`src/rtl/hilo_mult_unit_pkg.sv`:
```
// rtl/hilo_mult_unit_pkg.sv - shared encodings and defaults for the HI/LO multiply unit
package hilo_mult_unit_pkg;

    typedef enum logic {
        HILO_IDLE = 1'b0,
        HILO_BUSY = 1'b1
    } hilo_state_e;

    localparam logic RD_SEL_HI = 1'b0;
    localparam logic RD_SEL_LO = 1'b1;

    localparam int HILO_DEFAULT_LATENCY = 4;

endpackage

```
`src/rtl/hilo_mult_unit_addsub.sv`:
```
// rtl/hilo_mult_unit_addsub.sv - 32-bit adder/subtractor, y = a + b or a - b modulo 2^32
module hilo_addsub (
    input  logic [31:0] a_i,
    input  logic [31:0] b_i,
    input  logic        sub_i,
    output logic [31:0] y_o
);

    // Two's-complement subtract: invert b and inject the carry-in
    assign y_o = a_i + (b_i ^ {32{sub_i}}) + {31'd0, sub_i};

endmodule

```
`src/rtl/hilo_mult_unit_sign_fix.sv`:
```
// rtl/hilo_mult_unit_sign_fix.sv - turns the unsigned product high word into the signed high word
module hilo_sign_fix (
    input  logic [31:0] prod_hi_i,
    input  logic [31:0] mcnd_i,
    input  logic [31:0] mplr_i,
    input  logic        signed_i,
    output logic [31:0] hi_fix_o
);

    logic [31:0] corr_a;
    logic [31:0] corr_b;
    logic [31:0] partial;

    // A negative operand contributes 2^32 * (other operand) too much to the unsigned product
    assign corr_a = (signed_i && mcnd_i[31]) ? mplr_i : 32'd0;
    assign corr_b = (signed_i && mplr_i[31]) ? mcnd_i : 32'd0;

    hilo_addsub u_sub_a (
        .a_i   (prod_hi_i),
        .b_i   (corr_a),
        .sub_i (1'b1),
        .y_o   (partial)
    );

    hilo_addsub u_sub_b (
        .a_i   (partial),
        .b_i   (corr_b),
        .sub_i (1'b1),
        .y_o   (hi_fix_o)
    );

endmodule

```
`src/rtl/hilo_mult_unit.sv`:
```
// rtl/hilo_mult_unit.sv - multicycle multiply sequencer with HI/LO registers; option HILO_EARLY_FWD_EN
module hilo_mult_unit
    import hilo_mult_unit_pkg::*;
#(
    parameter int LATENCY = HILO_DEFAULT_LATENCY,
    parameter int CNT_W   = 4
) (
    input  logic        CLK,
    input  logic        RST,
    input  logic        mul_start,
    input  logic        mul_signed,
    input  logic [31:0] op_a,
    input  logic [31:0] op_b,
    output logic [31:0] mcnd,
    output logic [31:0] mplr,
    input  logic [31:0] prod_hi,
    input  logic [31:0] prod_lo,
    input  logic        wr_hi,
    input  logic        wr_lo,
    input  logic [31:0] wr_data,
    input  logic        rd_en,
    input  logic        rd_sel,
    output logic [31:0] rd_data,
    output logic        stall,
    output logic        busy,
    output logic        done,
    output logic [31:0] hi,
    output logic [31:0] lo
);

    hilo_state_e      state_q;
    logic [CNT_W-1:0] cnt_q;
    logic [31:0]      mcnd_q;
    logic [31:0]      mplr_q;
    logic             sgn_q;
    logic             done_q;
    logic [31:0]      hi_q;
    logic [31:0]      lo_q;
    logic [31:0]      hi_d;
    logic [31:0]      lo_d;
    logic [31:0]      hi_fix;
    logic             last_cycle;

    assign last_cycle = (state_q == HILO_BUSY) && (cnt_q == CNT_W'(1));

    hilo_sign_fix u_sign_fix (
        .prod_hi_i (prod_hi),
        .mcnd_i    (mcnd_q),
        .mplr_i    (mplr_q),
        .signed_i  (sgn_q),
        .hi_fix_o  (hi_fix)
    );

    // The commit overrides any MTHI/MTLO landing on the same edge
    always_comb begin
        hi_d = hi_q;
        lo_d = lo_q;
        if (last_cycle) begin
            hi_d = hi_fix;
            lo_d = prod_lo;
        end else begin
            if (wr_hi) hi_d = wr_data;
            if (wr_lo) lo_d = wr_data;
        end
    end

    always_ff @(posedge CLK or negedge RST) begin
        if (!RST) begin
            state_q <= HILO_IDLE;
            cnt_q   <= '0;
            mcnd_q  <= '0;
            mplr_q  <= '0;
            sgn_q   <= 1'b0;
            done_q  <= 1'b0;
            hi_q    <= '0;
            lo_q    <= '0;
        end else begin
            done_q <= 1'b0;
            hi_q   <= hi_d;
            lo_q   <= lo_d;
            case (state_q)
                HILO_IDLE: begin
                    if (mul_start) begin
                        mcnd_q  <= op_a;
                        mplr_q  <= op_b;
                        sgn_q   <= mul_signed;
                        cnt_q   <= CNT_W'(LATENCY);
                        state_q <= HILO_BUSY;
                    end
                end
                HILO_BUSY: begin
                    cnt_q <= cnt_q - CNT_W'(1);
                    if (last_cycle) begin
                        state_q <= HILO_IDLE;
                        done_q  <= 1'b1;
                    end
                end
                default: state_q <= HILO_IDLE;
            endcase
        end
    end

    assign mcnd = mcnd_q;
    assign mplr = mplr_q;
    assign hi   = hi_q;
    assign lo   = lo_q;
    assign busy = (state_q == HILO_BUSY);
    assign done = done_q;

`ifdef HILO_EARLY_FWD_EN
    // Final busy cycle: hand the product being committed straight to the reader
    assign stall   = rd_en & busy & ~last_cycle;
    assign rd_data = last_cycle ? ((rd_sel == RD_SEL_LO) ? prod_lo : hi_fix)
                                : ((rd_sel == RD_SEL_LO) ? lo_q : hi_q);
`else
    assign stall   = rd_en & busy;
    assign rd_data = (rd_sel == RD_SEL_LO) ? lo_q : hi_q;
`endif

endmodule

```
`config.mk`:
```
export PLATFORM = sky130hd
export DESIGN_NAME = hilo_mult_unit
export DESIGN_NICKNAME = d
export VERILOG_FILES = /design/src/rtl/hilo_mult_unit_pkg.sv /design/src/rtl/hilo_mult_unit_addsub.sv /design/src/rtl/hilo_mult_unit_sign_fix.sv /design/src/rtl/hilo_mult_unit.sv
export SDC_FILE = /design/constraint.sdc
export NUM_CORES = 1
export LEC_CHECK = 0
export CAP_MARGIN = 20
export CORE_UTILIZATION = 46
export DETAILED_ROUTE_END_ITERATION = 8
export PLACE_DENSITY = 0.81
export SETUP_SLACK_MARGIN = 0.15
export SYNTH_ARGS = -nofsm -noshare
export SYNTH_HDL_FRONTEND = slang
export SYNTH_SLANG_ARGS = --single-unit
```
`constraint.sdc`:
```
create_clock -name CLK -period 5.6 [get_ports CLK]
set_input_delay 1.12 -clock CLK [delete_from_list [all_inputs] [get_ports CLK]]
set_output_delay 1.12 -clock CLK [all_outputs]
set_load 0.005 [all_outputs]
```
* Word-level counts from Yosys, hierarchy flattened
Index checks and enable logic that the tools add are counted.
** Storage, ports and cells
- Flip-flop bits (word level) :: 135
- Input port bits :: 168
- Output and inout port bits :: 163
- Logic and storage cells :: 39
** Operators by class
- Add/sub/neg operators :: 5
- Equality and inequality tests :: 2
- Muxes and demuxes :: 14
- Bitwise gates (word level) :: 4
- Reduce and logical (&&, ||, !) cells :: 6
** Operators with widths (number)
- 32-bit two-way mux :: 7
- 32-bit by 1-bit adder with 32-bit output, second input constant :: 2
- 32-bit adder :: 2
- 32-bit NOT :: 2
- 4-bit one-hot mux with 2 select lines :: 1
- 4-bit by 1-bit equality test with 1-bit output, second input constant :: 1
- 1-bit two-way mux :: 4
- 4-bit two-way mux :: 1
- 2-bit nonzero test :: 2
- 4-bit by 1-bit subtractor with 4-bit output, second input constant :: 1
- 1-bit logical AND :: 3
- 2-bit inequality test, second input constant :: 1
- 1-bit one-hot mux with 2 select lines :: 1
- 2-bit AND reduction :: 1
- 1-bit bitwise AND :: 1
- 1-bit NOT :: 1

* Longest topological paths before layout
- Depth in word-level cells :: 8
- Gate-level depth with buffers :: 15
- Depth with buffers taken out :: 13

* By module
A second synthesis with hierarchy kept.
** Unflattened totals
- Cells, all modules :: 1076
- Area total of the unflattened synthesis :: 11314.6 um^2
** By module, submodules not included
- hilo_mult_unit :: instances 1, cells each 408, area an instance 6488.7 um^2, seq. area each 3378.2 um^2
- hilo_addsub (u_sign_fix.u_sub_b) :: instances 1, cells each 299, area an instance 2185.8 um^2, seq. area each 0.0 um^2
- hilo_addsub (u_sign_fix.u_sub_a) :: instances 1, cells each 292, area an instance 2145.8 um^2, seq. area each 0.0 um^2
- hilo_sign_fix :: instances 1, cells each 77, area an instance 494.2 um^2, seq. area each 0.0 um^2

* Worst setup path before layout
Ideal clock, no wire load.
- Kind :: input -> register
- From :: input port prod_hi[0]
- To :: register hi_q[28] (netlist: hi[28])
- Setup time :: 0.120 ns
- Data arrival time :: 4.147 ns
- Setup slack :: 1.332 ns
- Stages on the path :: 13
- Path buffers :: 0
- Path through :: inv_1 -> fa_1 -> inv_1 -> ha_1 -> or2_2 -> fa_1 -> a21o_1 -> a21o_1 -> a221oi_2 -> o221ai_2 -> a21o_1 -> a2111o_1 -> o211a_1
** On the way
- Cells in the longest elaborated chain, start to end :: 5
** Ends and longest elaborated chain
- start: declaration :: line hilo_mult_unit.sv:16 : input logic [31:0] prod_hi,
- 32-bit adder :: line hilo_mult_unit_addsub.sv:10 : assign y_o = a_i + (b_i ^ {32{sub_i}}) + {31'd0, sub_i};
- 32-bit by 1-bit adder with 32-bit output :: line hilo_mult_unit_addsub.sv:10
- 32-bit adder :: line hilo_mult_unit_addsub.sv:10
- 32-bit by 1-bit adder with 32-bit output :: line hilo_mult_unit_addsub.sv:10
- 32-bit two-way mux :: line hilo_mult_unit.sv:58 : if (last_cycle) begin
- end signal: assignment :: line hilo_mult_unit.sv:79 : hi_q <= hi_d;
- end: declaration :: line hilo_mult_unit.sv:37 : logic [31:0] hi_q;
No other way between the ends.
A chain may end at the register's enable or synchronous reset.

* Final worst setup path
Ends and elaborated chain as after synthesis.

==> run summary <==
The run finished with clean final reports. The number of vias after detailed routing is 8020, and the post-synthesis async set-or-reset flop share is 100.0%. Setup repair after global routing left no endpoint under its margin. Before antenna repair, the detailed router went through 5 iterations. Sequential cells were found to cover 36.88% of the synthesized design area. Number of global-route vias before repair: 7844. TritonCTS built the clock tree.

Across the VDD grid, the largest voltage drop is 0.0002861 V. Entering global routing, the biggest net connects 99 pins. The per-cell via count in the routed design was 5.311; the worst clock skew was 0.006531 ns.

The clock drives 135 sinks. CTS built an H-tree with a depth of 4. For the net count after synthesis, the log shows 1169. The initial DRC count is 313. 331 I/O pins were placed. The reported max-cap violation count is 0. The count of final max-slew check failures was 0.

The tools report the number of routed nets with antenna violations as 0. Input and output buffers added on the ports amount to 330. Once layout is complete, the cells apart from fillers number 1510.

The static leakage was 5.914 nW; the share of the synthesized area in the top cell type was 36.88%. The synthesized design contains 0 enable-type register cells. The tools report the wire length of the first global-routing pass as 41900 µm. The number of distinct library cells after synthesis was 55. In the post-synthesis netlist, the biggest area contributors are dfrtp_1, mux2_2, fa_1. The worst setup path is captured at a register.

Clock latency of the later-clocked register in the worst-skew pair: 0.42 ns. The final count of negative-setup-slack endpoints was 0. Dominant synthesized flop cell: dfrtp_1. The fraction of final layout cells sized beyond drive strength 1 is 12.53%, and the signed area change from the synthesized netlist to the final layout is 44.71%.

For this run the aggregate overflow at the end of global routing stands at 0. For the initial antenna violation count, the log shows 0. The number of register bits inferred by synthesis works out to 135. No sink is reached through more buffers than the 2 on the longest clock path. The completed layout was analyzed and its total power is 7.935 mW. In this run the cell area of the synthesized design comes to 9160 µm².

Beginning of the critical path: prod_hi[0]. The origin of the critical flop-to-flop path is mcnd[31]. For the area of the core, the log shows 19460 µm². Summing all flip-flop and latch instances after layout gives 3378 µm². The kind of critical path was in2reg. The worst setup path is launched from an input pin. The average wire length per cell after detail routing is 17.77 µm, and the share of the cycle needed by the critical path after routing is 80.60%. The final HPWL from detailed placement is 20530 µm. For this run, the number of Yosys warnings is 0.

The min-delay analysis places its worst path in the category reg2reg. The instance count along the most critical hold path is 1, and the largest fanout of any net on the critical path is 4. The clock period could shrink to 4.514 ns. For this run, the top clock speed supported by timing is 0.2216 GHz. The tools report the cts-stage hold buffer count as 0. The worst register-to-register path ends at hi[28]. The worst register-to-register path has a depth of 12.

After clock tree synthesis, the setup repair step added 0 buffers. The root buffer selected by CTS is clkbuf_16. The worst-margin pin slew is 1.010 ns, and the number of fill cells in the layout is 1518. The capture point of the critical path was hi[28]. In the final layout, the multi-input gates occupy 5199 µm².

Row generation in the floorplan step produced 51 rows. From left edge to right edge, the die measures 143.1 µm. The floorplan step set the die height to 143.1 µm. Once the floorplan was initialized, standard cells occupied 47.07% of the core. The run gives 0 as the number of diodes. At the end of routability-driven placement, the weighted congestion stood at 0.9061. Summed over all instances, the cell type with the most area after synthesis is dfrtp_1. Once placement completed, the tool counted placed cells totaling 1479. The final layout contains routed wiring with a total length of 26830 µm. Worst slack on hold paths: 0.5301 ns. The overall die area was 20480 µm²; the average size of a mapped cell was 9.797 µm². For the required time of the worst setup path, the log shows 5.90 ns.

For flop-to-flop paths, the worst setup slack is 1.23 ns. The net count of the finished layout was 1467; the count of unresolved DRC violations after routing was 0. The total power divided by cell area was 598.6 nW/µm². The overall global routing resource usage is 26.61%, and the number of hold-slack violations in the final timing report is 0.

The total negative slack for setup checks is 0 ns, and the max-slew headroom at the worst pin is 32.68%. The post-CTS clock slew at the launch and capture registers of the worst setup and hold paths works out to 0.06 ns. Counting the buffers created by CTS gives 17. Post-CTS repair changed the size of 0 cells. At the worst endpoint, the arrival time is 4.82 ns. The number of instances in the synthesized netlist came out at 935.
## placed cells by master, fill, tap and decap left out, drive strengths merged, types with 4 or more instances in the layout
cell	instances
inv	95
a211oi	9
nand4	6
a21o	18
or3	4
nor2	17
buf	11
xnor2	12
clkbuf	20
mux2i	52
and3	61
nor4	4
nand3	10
o21a	4
xor2	14
o31ai	5
a31oi	4
nor3	11
clkdlybuf4s50	327
a21oi	41
nand2b	4
mux2	103
ha	35
fa	31
dfrtp	135
nand2	85
bufinv	4
and2	5
o21ai	71
nor2b	9
clkinv	5
## critical path: stages
cell and delay (ns):
clkdlybuf4s50_1 0.45, inv_1 0.05, fa_1 0.56, inv_1 0.05, ha_1 0.18, or2_2 0.30
fa_1 0.40, a21o_1 0.22, a21o_1 0.21, a221oi_2 0.35, o221ai_2 0.18, a21o_1 0.24
a2111o_1 0.36, o211a_1 0.12
## registers in the layout, summed over array words and instances, names as in the netlist
name,cells
mcnd,32
sgn_q,1
hi,32
done,1
cnt_q,4
busy,1
lo,32
mplr,32
## how the worst min path moves through the flow
stage	start	end
final	mcnd[29]	mcnd[29]
after global routing	mcnd[29]	mcnd[29]
after CTS	mcnd[29]	mcnd[29]
after detailed placement	mplr[12]	mplr[12]
after global placement	mplr[1]	mplr[1]
after floorplan	mcnd[3]	mcnd[3]
## power by group
group	switching, mW	internal, mW
sequential	0.483	1.46
combinational	2.28	2.50
clock	0.439	0.768
## final cells by class
cell class / count / area share [%]
multi-input cells: 645 / 39.22
well taps: 265 / 2.501
repair buffers: 338 / 25.31
clock buffers: 20 / 3.445
clock inverters: 11 / 1.312
inverters: 96 / 2.728
flip-flops and latches: 135 / 25.49
## synthesized netlist by cell type, drive strengths merged, types with 12 or more instances
library cell  instances
dfrtp               135
mux2                103
inv                  96
nand2                85
o21ai                71
and3                 61
mux2i                52
clkbuf               44
a21oi                41
ha                   35
fa                   31
a21o                 18
nor2                 17
buf                  15
xor2                 14
xnor2                12
## metal layers
layer  track usage, %  up-vias  wire [µm]
li1                 -     3827          -
met1            36.30     3841      11970
met2            42.05      318      12490
met3            5.567       34       1897
met4            8.602        0        478
met5                0        -          0
## kinds of logic after synthesis
| logic type | count (synthesis) | synth area share, % |
|---|---|---|
| AND/OR/NAND/NOR | 222 | 12.20 |
| XOR/XNOR | 26 | 2.486 |
| multiplexers | 155 | 18.34 |
| adder cells (fa/ha/maj) | 66 | 11.56 |
| AO/OA/AOI/OAI | 176 | 12.09 |
| flip-flops | 135 | 36.88 |
| buffers and inverters | 155 | 6.447 |
## through the flow
step	area, µm²	worst slack (ns)	utilization (%)
floorplan	9160	1.332	-
global placement	12620	0.7287	64.87
detailed placement	12620	0.6823	64.87
CTS	13260	1.119	68.11
global route	13260	0.9675	68.11
finish	13260	1.086	68.11
Note: power is estimated with default switching activity, not from simulation.
==> edit 1 (config.mk and constraints unchanged) <==
Make the reset (`RST`) synchronous in one clocked block.
--- a/src/rtl/hilo_mult_unit.sv
+++ b/src/rtl/hilo_mult_unit.sv
@@ -66,3 +66,3 @@
 
-    always_ff @(posedge CLK or negedge RST) begin
+    always_ff @(posedge CLK) begin
         if (!RST) begin
Check against the original RTL: differs if RST is asserted again (counterexample within 4 cycles, from zero or initial values and one cycle with RST low); with RST held inactive, the same outputs for 4 cycles.
==> edit 1 against the unedited design <==
Sequential cell count is the same. Core utilization grew 0.32 points. First-iteration DRC count grew 20%. Wire length grew 1.8%. Synthesized area shrank 1.6%. Final area shrank 2.2%. Register-to-register slack gained 0.23 ns. Setup slack lost 0.14 ns. Critical path type unchanged. Largest cell class unchanged. Highest routed layer unchanged.
Power is not compared: it rests on default switching activity, and its combinational part moved more than twofold at a synthesized area within 25%.
==> edit 1: results (changes against the unedited design) <==
- Tightest Pin Transition: 0.976 ns (-0.0336 ns)
- Crit path DAT: 4.95 ns (+0.13 ns)
- Area delta synth->final: 43.8%
- Largest cells by area after synthesis: dfxtp_1 (30%), nand2_1 (8.5%), fa_1 (6.9%), mux2i_1 (5.9%), mux2_2 (5.7%)
- Vias in the first global route: 8210 (+4.7%)
- Post-Syn Nets: 1307 (+12%)
- Top FF cell, synth: dfxtp_1
- Final-layout fill cell count: 1555 (+2.4%)
- Drt initial violations: 377 (+20%)
- Async SR Flop Fraction: 0% (-100 points)
- GR Util met1: 37.6% (+1.3 points)
- Yosys cell types: 53 (-3.6%)
- Sequential area share after synthesis: 30.0% (-6.9 points)
- Vias: 8559 (+6.7%)
- Total Routing Usage GR: 27.4% (+0.78 points)
- GP Congestion: 0.816 (-10%)
- Met2 usage: 42.8% (+0.70 points)
- TritonRoute pass-1 iters: 4 (-1)
- GR met3 Demand/Resource: 6.12% (+0.56 points)
- Synthesized area per cell: 8.40 µm² (-14%)
- Final cell count without fillers: 1625 (+7.6%)
- Post-DP HPWL: 20.7 mm (+1.1%)
- Status: completed
- Post-synth top cells: nand2_1 (203), dfxtp_1 (135), inv_1 (95), a21boi_0 (67), and3_1 (63)
- Dpl cells: 1593 (+7.7%)
- Post-Place Setup Slack: 0.605 ns (-0.0776 ns)
[edit 1: cell count changes after synthesis, moves of 45 or more]
cell | unedited run | this run
a21boi_0 | 0 | 67
dfrtp_1 | 135 | 0
dfxtp_1 | 0 | 135
mux2_2 | 103 | 46
nand2_1 | 85 | 203
o211a_1 | 3 | 48
[edit 1: kinds of logic after synthesis]
family	after synthesis	synth area share, %
buffers and inverters	173	7.51
adder cells (fa/ha/maj)	66	11.7
AO/OA/AOI/OAI	243	20.0
flip-flops	135	30.0
AND/OR/NAND/NOR	328	16.4
XOR/XNOR	29	2.82
multiplexers	99	11.6
[edit 1: layout make-up]
type / instances / area share [%]
multi-input cells: 765 / 43.6
repair buffers: 338 / 25.8
flip-flops and latches: 135 / 20.8
clock buffers: 19 / 3.34
inverters: 95 / 2.75
well taps: 260 / 2.51
clock inverters: 13 / 1.13
[edit 1: worst paths after layout]
kind	start	endpoint	slack (ns)	cells past startpoint
setup / recovery	prod_hi[0]	hi[26]	0.95	15
hold / removal	mplr[23]	mplr[23]	0.48	2
setup reg to reg	mplr[31]	hi[26]	1.46	15
hold reg to reg	mplr[23]	mplr[23]	0.48	2
[edit 1: tightest hold or removal path, delay by kind of cell (launching register included)]
family | cells | cell delay [ns]
flip-flops | 1 | 0.31
AND/OR/NAND/NOR | 1 | 0.05
AO/OA/AOI/OAI | 1 | 0.06
[edit 1: where the power goes]
group / switching, mW / internal, mW
combinational: 0.292 / 0.396
sequential: 0.0557 / 1.03
clock: 0.452 / 0.660
total: 0.800 / 2.08
[edit 1: layer usage]
metal	up-vias	part of all wire, %
li1	4215	-
met1	4009	47
met2	306	45
met3	29	6.8
met4	0	1.8
met5	-	0
==> edit 2 (same settings) <==
Without the edit above. Build with the macro `HILO_EARLY_FWD_EN` defined.
--- a/src/rtl/hilo_mult_unit.sv
+++ b/src/rtl/hilo_mult_unit.sv
@@ -1,2 +1,4 @@
 // rtl/hilo_mult_unit.sv - multicycle multiply sequencer with HI/LO registers; option HILO_EARLY_FWD_EN
+`define HILO_EARLY_FWD_EN
+
 module hilo_mult_unit
Function: changed (Yosys sat finds a counterexample within 10 cycles, from zero or initial values and one cycle with RST low).
==> edit 2 against the unedited design <==
Non-clock buffer count is 177 higher. The flow now finishes with violations (setup timing). Clock power shrank 15%. Largest power group unchanged. Sequential power shrank 3%. Sequential cell count stayed put. Clock skew increased by 0.0075 ns. Final area is 19% higher. Setup slack worse by 1.2 ns. Wire length up 27%. Power up 48%. Synthesized area grew 4.1%.
==> edit 2: results (changes against the unedited design) <==
- Status: finished with violations
- Failing checks: setup timing
- PnR worst setup slack: -0.123 ns (-1.21 ns)
- Final hold violation count: 0 (unchanged)
- Largest net degree at the start of global routing: 93 (-6.1%)
- Clk root buf: clkbuf_16
- Total Routing Usage GR: 30.4% (+3.8 points)
- Final nets: 1675 (+14%)
- Pleak: 7.14 nW (+21%)
- Yosys cell types: 54 (-1.8%)
- Post-Place Setup Slack: -0.881 ns (-1.56 ns)
- Post-DP HPWL: 23.4 mm (+14%)
- Max Root-Sink Buffers: 2 (unchanged)
- Largest cells by area after synthesis: dfrtp_1 (35%), mux2_2 (7.7%), mux2i_1 (6.7%), fa_1 (6.5%), ha_1 (4.6%)
- First-pass GRT wire length: 50.7 mm (+21%)
- Clock Skews: 0.0141 ns (+0.00753 ns)
- Share of cells above drive strength 1: 32.8% (+20 points)
- Peak supply drop: 0.000395 V (+38%)
- Sequential area share after synthesis: 35.4% (-1.4 points)
- Drt initial violations: 525 (+68%)
- Port buffer count: 330 (unchanged)
- Latest clock arrival within the worst-skew pair: 0.42 ns (about the same)
- CTS Buf Count: 17 (unchanged)
- Tightest Pin Transition: 1.11 ns (+0.0976 ns)
- TritonRoute pass-1 iters: 5 (unchanged)
- GP Congestion: 0.897 (-0.96%)
- Final Setup Violations: 4 (+4)
- H-tree Lvls: 4 (unchanged)
- Async SR Flop Fraction: 100% (unchanged)
- Setup TNS: -0.299 ns (-0.299 ns)
- Clock slew seen by the registers of the worst setup and hold paths: 0.07 ns
- Via density: 5.42 (+2.0%)
- Post-Syn Nets: 1202 (+2.8%)
- YS warnings: 0 (unchanged)
- Crit-path max FO: 3 (-1)
- Final WL: 34.0 mm (+27%)
- Worst hold path type: reg2reg
- Vias in the first global route: 9395 (+20%)
- Initial antenna violation count: 3 (+3)
- Post-synth top cells: dfrtp_1 (135), inv_1 (98), nor2_1 (68), and3_1 (65), mux2_2 (65)
## edit 2: changes by cell type in the layout (fill, tap and decap cells not counted), sizes merged, moves of 16 or more
cell,delta
o211ai,+18
buf,+190
clkdlybuf4s50,-46
dlymetal6s2s,+16
nor2,+51
mux2,-38
nand2,-37
o21ai,-27
## edit 2: layer usage
metal | GRT usage [%] | routed length, µm
met3 | 5.99 | 2100
met2 | 50.0 | 16600
met4 | 10.1 | 888
met1 | 40.3 | 14400
met5 | 0 | 0
## edit 2: critical path, cell delays in order
cell and delay, ns:
buf_6 0.07, inv_2 0.03, fa_1 0.49, inv_1 0.05, ha_2 0.18, or2_4 0.24
fa_2 0.37, a211oi_2 0.22, o21ai_2 0.10, buf_6 0.14, buf_6 0.11, o21ai_2 0.11
nand2_1 0.10, buf_6 0.14, a21bo_4 0.22, buf_6 0.12, a211oi_4 0.24, xor2_2 0.14
o311ai_1 0.26, buf_2 0.17
## edit 2: cell families after synthesis
family	count (synthesis)	share of synthesized area, %
flops	135	35.4
fa+ha+maj	66	11.1
mux	144	17.9
buf+inv	159	6.85
compound gates	200	13.6
simple gates	232	12.1
xor+xnor	32	2.94
## edit 2: power by group
| part | switching (mW) | total [mW] | internal [mW] |
|---|---|---|---|
| clock | 0.462 | 1.03 | 0.565 |
| sequential | 0.437 | 1.90 | 1.47 |
| combinational | 3.89 | 8.83 | 4.95 |
| total | 4.79 | 11.8 | 6.98 |
## edit 2: repair_timing
action | 4_1_cts | 5_1_grt
buffers inserted | 40 | 21
endpoints found under the setup margin | 28 | 23
pin swaps | 83 | 80
endpoints found under the hold margin | 0 | 0
cloned | 0 | 3
gates resized for setup | 205 | 114
## edit 2: cell type report
| class | count | area [µm²] |
|---|---|---|
| clock buffers | 17 | 425 |
| multi-input cells | 674 | 6410 |
| fillers | 1361 | 4480 |
| clock inverters | 14 | 101 |
| repair buffers | 515 | 4790 |
| diodes | 3 | 7.51 |
| inverters | 98 | 369 |
| flip-flops and latches | 135 | 3380 |
| well taps | 270 | 338 |
## edit 2: path summary, 6_finish.rpt
kind                                  from  cells past startpoint     endpoint  slack [ns]
worst max register to register       sgn_q                     33       hi[28]           0
worst min-delay path              mcnd[29]                      1     mcnd[29]        0.53
worst max-delay path            prod_hi[0]                     20  rd_data[30]       -0.12
max in group asynchronous              RST                      2        lo[4]        3.63
worst min register to register    mcnd[29]                      1     mcnd[29]        0.53
min in group asynchronous              RST                      1       lo[24]        0.76
## edit 2: metrics by stage
stage               cell area, µm²  util [%]  power [mW]  std cells  hold slack (ns)
floorplan                     9530         -        4.88        968            0.521
global placement             13800      68.0        8.08       1628            0.509
detailed placement           13800      68.0        8.20       1628            0.515
CTS                          15200      75.0        10.7       1699            0.530
global route                 15800      77.9        12.4       1726            0.556
finish                       15800      77.9        11.8       1726            0.530
